## src/rtl/agc_mem_pkg.sv

```systemverilog
// Shared types, widths and helpers for the erasable memory-cycle sequencer.
package agc_mem_pkg;

    localparam int          RD_CYC_DEF   = 2;
    localparam int          WR_CYC_DEF   = 2;
    localparam int          WIN_CYC_DEF  = 4;
    localparam logic [11:0] SPEC_TOP     = 12'o0060;
    localparam int          ERASABLE_AW  = 11;
    localparam int          WORD_W       = 16;
    localparam int          DATA_W       = WORD_W - 1;

    typedef enum logic [2:0] {
        IDLE    = 3'd0,
        READ    = 3'd1,
        SENSE   = 3'd2,
        HOLD    = 3'd3,
        RESTORE = 3'd4
    } state_t;

    // Parity bit that makes the 16-bit word carry an odd number of ones.
    function automatic logic odd_par(input logic [DATA_W-1:0] d);
        return ~^d;
    endfunction

endpackage

```

## src/rtl/erasable_addr_decode.sv

```systemverilog
// Combinational S-address decode: erasable hit test and physical bank/offset address.
module erasable_addr_decode
    import agc_mem_pkg::*;
#(
    parameter logic [11:0] SPEC_TOP_P = SPEC_TOP
) (
    input  logic [11:0]             s_addr,
    input  logic [2:0]              eb,
    output logic                    erasable_hit,
    output logic [ERASABLE_AW-1:0]  phys_addr
);

    logic [2:0] bank;

    // Quarter 3 of erasable space is the switched window selected by EB.
    always_comb begin
        erasable_hit = (s_addr[11:10] == 2'b00) && (s_addr >= SPEC_TOP_P);
        bank         = (s_addr[9:8] == 2'b11) ? eb : {1'b0, s_addr[9:8]};
        phys_addr    = {bank, s_addr[7:0]};
    end

endmodule

```

## src/rtl/erasable_cycle_seq.sv

```systemverilog
// Destructive-readout erasable core sequencer: read, sense/parity, hold for new data, restore.
// Handshake: mcyc_start is accepted only in IDLE with an erasable address; any start while busy is dropped and flagged on cyc_overrun.
module erasable_cycle_seq
    import agc_mem_pkg::*;
#(
    parameter int RD_CYC  = RD_CYC_DEF,
    parameter int WR_CYC  = WR_CYC_DEF,
    parameter int WIN_CYC = WIN_CYC_DEF
) (
    input  logic                    CLOCK,
    input  logic                    rst,
    input  logic                    mcyc_start,
    input  logic [11:0]             s_addr,
    input  logic [2:0]              eb,
    input  logic [WORD_W-1:0]       mem_rdata,
    input  logic                    wl_load,
    input  logic [DATA_W-1:0]       wl_data,
    input  logic                    alarm_clr,
    output logic [ERASABLE_AW-1:0]  mem_addr,
    output logic                    mem_rd,
    output logic                    mem_wr,
    output logic [WORD_W-1:0]       mem_wdata,
    output logic [DATA_W-1:0]       g_data,
    output logic                    g_valid,
    output logic                    busy,
    output logic                    par_alarm,
    output logic                    cyc_overrun,
    output logic [2:0]              dbg_state
);

    localparam int MAX_RW = (RD_CYC > WR_CYC) ? RD_CYC : WR_CYC;
    localparam int MAX_C  = (MAX_RW > WIN_CYC) ? MAX_RW : WIN_CYC;
    localparam int TW     = (MAX_C > 1) ? $clog2(MAX_C) : 1;

    state_t                   state;
    logic [TW-1:0]            timer;
    logic [DATA_W-1:0]        hold;
    logic [DATA_W-1:0]        hold_next;
    logic                     erasable_hit;
    logic [ERASABLE_AW-1:0]   phys_addr;

    erasable_addr_decode #(
        .SPEC_TOP_P (SPEC_TOP)
    ) u_decode (
        .s_addr       (s_addr),
        .eb           (eb),
        .erasable_hit (erasable_hit),
        .phys_addr    (phys_addr)
    );

    always_comb begin
        hold_next = hold;
        if (wl_load) begin
            hold_next = wl_data;
        end
    end

    assign busy      = (state != IDLE);
    assign dbg_state = state;

    always_ff @(posedge CLOCK) begin
        if (rst) begin
            state       <= IDLE;
            timer       <= '0;
            hold        <= '0;
            mem_addr    <= '0;
            mem_rd      <= 1'b0;
            mem_wr      <= 1'b0;
            mem_wdata   <= '0;
            g_data      <= '0;
            g_valid     <= 1'b0;
            par_alarm   <= 1'b0;
            cyc_overrun <= 1'b0;
        end else begin
            g_valid     <= 1'b0;
            cyc_overrun <= mcyc_start && (state != IDLE);
            if (alarm_clr) begin
                par_alarm <= 1'b0;
            end
            case (state)
                IDLE: begin
                    if (mcyc_start && erasable_hit) begin
                        state    <= READ;
                        mem_addr <= phys_addr;
                        mem_rd   <= 1'b1;
                        timer    <= TW'(RD_CYC - 1);
                    end
                end
                READ: begin
                    if (timer == '0) begin
                        state  <= SENSE;
                        mem_rd <= 1'b0;
                    end else begin
                        timer <= timer - 1'b1;
                    end
                end
                SENSE: begin
                    g_data  <= mem_rdata[DATA_W-1:0];
                    g_valid <= 1'b1;
                    hold    <= mem_rdata[DATA_W-1:0];
                    // Placed after the clear so a fresh failure beats alarm_clr.
                    if (~^mem_rdata) begin
                        par_alarm <= 1'b1;
                    end
                    state <= HOLD;
                    timer <= TW'(WIN_CYC - 1);
                end
                HOLD: begin
                    hold <= hold_next;
                    if (timer == '0) begin
                        state     <= RESTORE;
                        mem_wr    <= 1'b1;
                        mem_wdata <= {odd_par(hold_next), hold_next};
                        timer     <= TW'(WR_CYC - 1);
                    end else begin
                        timer <= timer - 1'b1;
                    end
                end
                RESTORE: begin
                    if (timer == '0) begin
                        state     <= IDLE;
                        mem_wr    <= 1'b0;
                        mem_wdata <= '0;
                    end else begin
                        timer <= timer - 1'b1;
                    end
                end
                default: begin
                    state  <= IDLE;
                    mem_rd <= 1'b0;
                    mem_wr <= 1'b0;
                end
            endcase
        end
    end

endmodule

```

## config.mk

```make
export PLATFORM = sky130hd
export DESIGN_NAME = erasable_cycle_seq
export DESIGN_NICKNAME = d
export VERILOG_FILES = /design/src/rtl/agc_mem_pkg.sv /design/src/rtl/erasable_addr_decode.sv /design/src/rtl/erasable_cycle_seq.sv
export SDC_FILE = /design/constraint.sdc
export NUM_CORES = 1
export LEC_CHECK = 0
export ABC_AREA = 1
export ABC_CLOCK_PERIOD_IN_PS = 2000
export CAP_MARGIN = 25
export CORE_UTILIZATION = 25
export DETAILED_ROUTE_END_ITERATION = 16
export GPL_ROUTABILITY_DRIVEN = 0
export PLACE_DENSITY = 0.5
export SLEW_MARGIN = 20
export SYNTH_ARGS = -nofsm -noshare
export SYNTH_HDL_FRONTEND = slang
export SYNTH_SLANG_ARGS = --single-unit
```

## constraint.sdc

```tcl
create_clock -name CLOCK -period 2 [get_ports CLOCK]
set_input_delay 0.5 -clock CLOCK [delete_from_list [all_inputs] [get_ports CLOCK]]
set_output_delay 0.5 -clock CLOCK [all_outputs]
set_load 0.02 [all_outputs]
```

==> impl_metrics.json <==
{
  "run_status": "completed",
  "holdPathStages": 2,
  "min-delay-path-class": "reg -> reg",
  "start_kind": "register",
  "setup_viol_count_final": 0,
  "h-tree-depth": 3,
  "pin_count": 102,
  "postSynthNetCount": 606,
  "placement.io_buffers": 101,
  "place_hpwl_um": 7882,
  "tritoncts": "done",
  "drv_slew": 0,
  "detail_route.vias_per_cell": 4.276,
  "p_per_area_mw_per_mm2": 836.6,
  "setup.reg_to_reg.worst_slack_ns": 0.37,
  "synth_cells": 553,
  "yosysSeqAreaShare_pct": 37.57,
  "dr.first_iter.drc_count": 111,
  "pin_count_of_the_biggest_net_entering_global_routing": 41,
  "crit_chain": "buf_4 > clkdlybuf4s50_1",
  "synth.lib_cells_used.distinct": 30,
  "worstPathRequired_ns": 1.50,
  "placedInstanceArea_sq_mm": 0.005010,
  "r2r_start": "dbg_state[2]$_SDFFE_PP0P_",
  "worst-slew-pin-transition_ns": 0.4218,
  "final_critical_path_setup_slack_ns": 0.07348,
  "fin_total_pwr_w": 0.004455,
  "timing.fmax_mhz": 519.1,
  "antenna_found_initial": 0,
  "clockBufferDepth": 2,
  "clock_sinks": 67,
  "netlist_area_sq_mm": 0.003570,
  "critPathLaunch": "dbg_state[0]$_SDFFE_PP0P_",
  "finalHoldWorstSlack_ns": 0.4605,
  "drcViolationCount": 0,
  "slew_headroom_pct": 71.81,
  "clock_tree.root_cell": "clkbuf_16",
  "timing.final.crit_share_pct": 96.33,
  "wl_per_cell_um": 11.96,
  "crit_path_max_incr_delay_ns": 0.61,
  "grt_pass1_vias": 3782,
  "critical-path-slowest-cell": "clkdlybuf4s50_1",
  "detailedRoute.firstPassIterationCount": 4,
  "worstSkewPairLatency_ns": 0.34,
  "timing.setup.tns_ns": 0,
  "critPathMaxFanout": 4,
  "crit_arrival_ns": 1.43,
  "postLayoutCellArea_sq_mm": 0.005325,
  "post_route_cells_drive_above_1_share_pct": 12.01,
  "preCtsSetupSlack_ns": -0.2246,
  "fp-row-count": 43,
  "grt_setup_unrepaired": "false",
  "final_net_count": 740,
  "detail-route-antenna-nets": 0,
  "die_span_in_y_um": 121.5,
  "worst_min_delay_path_startpoint": "mem_wdata[2]$_SDFFE_PP0P_",
  "yosysWarnings": 0,
  "flow.area_growth_from_synthesis_pct": 49.18,
  "n_antenna_cell": 0,
  "finalWirelength_um": 10420,
  "min_delay_worst_endpoint": "mem_wdata[2]$_SDFFE_PP0P_",
  "worstReg2RegEnd": "timer[0]$_SDFFE_PP0P_",
  "clk_pin_slew_ns": 0.06,
  "hold_viol": 0,
  "total_leakage_power_nw": 2.418,
  "number_of_buffers_inserted_during_clock_tree_synthesis": 9,
  "dieArea_sq_mm": 0.01476,
  "vias": 3724,
  "worst-r2r-cell-count": 8,
  "post_syn_area_per_cell_sq_um": 6.455,
  "initial_core_util_pct": 25.72,
  "die_width_um": 121.5,
  "floorplan.core_area_sq_mm": 0.01388,
  "maxCapViolCount": 0,
  "postSynthRegisterBits": 67,
  "grt.overflow.total": 0,
  "finalClockSkew_ns": 0.01308,
  "grtUsageTotal_pct": 14.66,
  "finalWorstPathRequiredPeriod_ns": 1.927,
  "grt_first_pass_wirelength_um": 16880,
  "timing.setup.critical_path_class": "reg -> out",
  "ctsHoldBuffers": 0,
  "worstSetupEndpointType": "output port",
  "power.ir.vdd_worst_v": 0.0003892
}
[power breakdown]
group	internal (W)	switching, W	total [W]
logic	0.000597	0.000828	0.00143
clock network	0.000934	0.000568	0.00150
registers	0.00146	0.0000663	0.00153
[registers in the layout, summed over array words and instances, names as in the netlist]
name	cells
mem_wdata	16
g_data	15
hold	15
mem_addr	11
dbg_state	3
timer	2
cyc_overrun	1
g_valid	1
mem_rd	1
mem_wr	1
par_alarm	1
[how the worst max path moves through the flow]
| stage | slack (ns) | cells past startpoint | to |
|---|---|---|---|
| final | 0.07 | 2 | dbg_state[0] |
| after global routing | 0.01 | 5 | busy |
| after CTS | 0.05 | 5 | busy |
| after detailed placement | -0.22 | 12 | mem_wdata[15]$_SDFFE_PP0P_ |
| after global placement | -0.22 | 12 | mem_wdata[15]$_SDFFE_PP0P_ |
| after floorplan | 0.44 | 12 | mem_wdata[15]$_SDFFE_PP0P_ |
[layout make-up]
type / instances / area (sq um)
Clock buffer: 14 / 274.0
Multi-Input combinational cell: 398 / 1841
Timing Repair Buffer: 144 / 1380
Sequential cell: 67 / 1341
Inverter: 67 / 256.5
Clock inverter: 1 / 7.507
Fill cell: 1523 / 8556
Tap cell: 180 / 225.2
[layer usage]
metal / track usage, % / up-vias / wire length (um) / share of wire [%]
met5: 0 / - / 0 / 0
met4: 4.707 / 0 / 102 / 0.98
met3: 5.498 / 9 / 721 / 6.9
met2: 25.75 / 83 / 5009 / 48
met1: 16.15 / 1653 / 4582 / 44
li1: - / 1979 / - / -
[placed cells by master (no fill, tap or decap)]
master and count:
dlygate4sd2_1 1, clkbuf_8 3, nor3_2 1, o21ai_2 1
a21oi_2 1, xnor2_1 11, nor3_4 1, inv_4 2
buf_4 40, nor2_4 3, o21ai_1 13, clkbuf_1 2
o211ai_2 1, nand3_1 9, dfxtp_1 67, nand2_2 5
a211oi_2 1, inv_2 8, inv_1 57, o221ai_1 2
ha_1 2, clkbuf_16 10, nor2_2 2, nor2_1 39
dlymetal6s2s_1 2, nand2_1 221, nor2_8 1, o21ai_0 34
clkdlybuf4s50_1 98, clkinvlp_4 1, buf_12 2, o31ai_1 1
a21oi_1 41, o211ai_1 3, xor2_1 5
[cell usage after synthesis]
cell type / number / area [sq um]
a211oi_2: 1 / 12.51
a21oi_1: 41 / 205.2
a21oi_2: 1 / 8.760
buf_2: 4 / 20.02
buf_4: 4 / 30.03
buf_6: 5 / 56.30
clkbuf_1: 8 / 30.03
dfxtp_1: 67 / 1341
ha_1: 2 / 25.02
inv_1: 57 / 214.0
inv_2: 8 / 30.03
inv_4: 2 / 12.51
nand2_1: 221 / 829.6
nand2_2: 5 / 31.28
nand3_1: 9 / 45.04
nor2_1: 39 / 146.4
nor2_2: 3 / 18.77
nor2_4: 2 / 22.52
nor2_8: 1 / 20.02
nor3_2: 1 / 10.01
nor3_4: 1 / 16.27
o211ai_1: 3 / 22.52
o211ai_2: 1 / 12.51
o21ai_0: 36 / 180.2
o21ai_1: 11 / 55.05
o21ai_2: 1 / 8.760
o221ai_1: 2 / 17.52
o31ai_1: 1 / 7.510
xnor2_1: 11 / 96.34
xor2_1: 5 / 43.79
[worst max-delay path, delay by kind of cell, from the launching register on]
family | cells | cell delay (ns)
buf+inv | 2 | 0.75
flops | 1 | 0.34
[per-stage QoR]
step / util, % / std cells
floorplan: - / 553
global placement: 36.09 / 855
detailed placement: 36.09 / 855
CTS: 38.11 / 870
global route: 38.36 / 871
finish: 38.36 / 871
[kinds of logic after synthesis]
group	Yosys count	synth area share, %
AO/OA/AOI/OAI	98	14.86
XOR/XNOR	16	3.926
adder cells (fa/ha/maj)	2	0.7009
buffers and inverters	88	11.01
flip-flops	67	37.57
AND/OR/NAND/NOR	282	31.93
[what timing repair did]
item	4_1_cts	5_1_grt
setup buffers	0	0
resized for setup	1	5
gates cloned	0	1
endpoints found under the hold margin	0	0
endpoints found under the setup margin	1	2
Power figures use the tool's default switching activity.
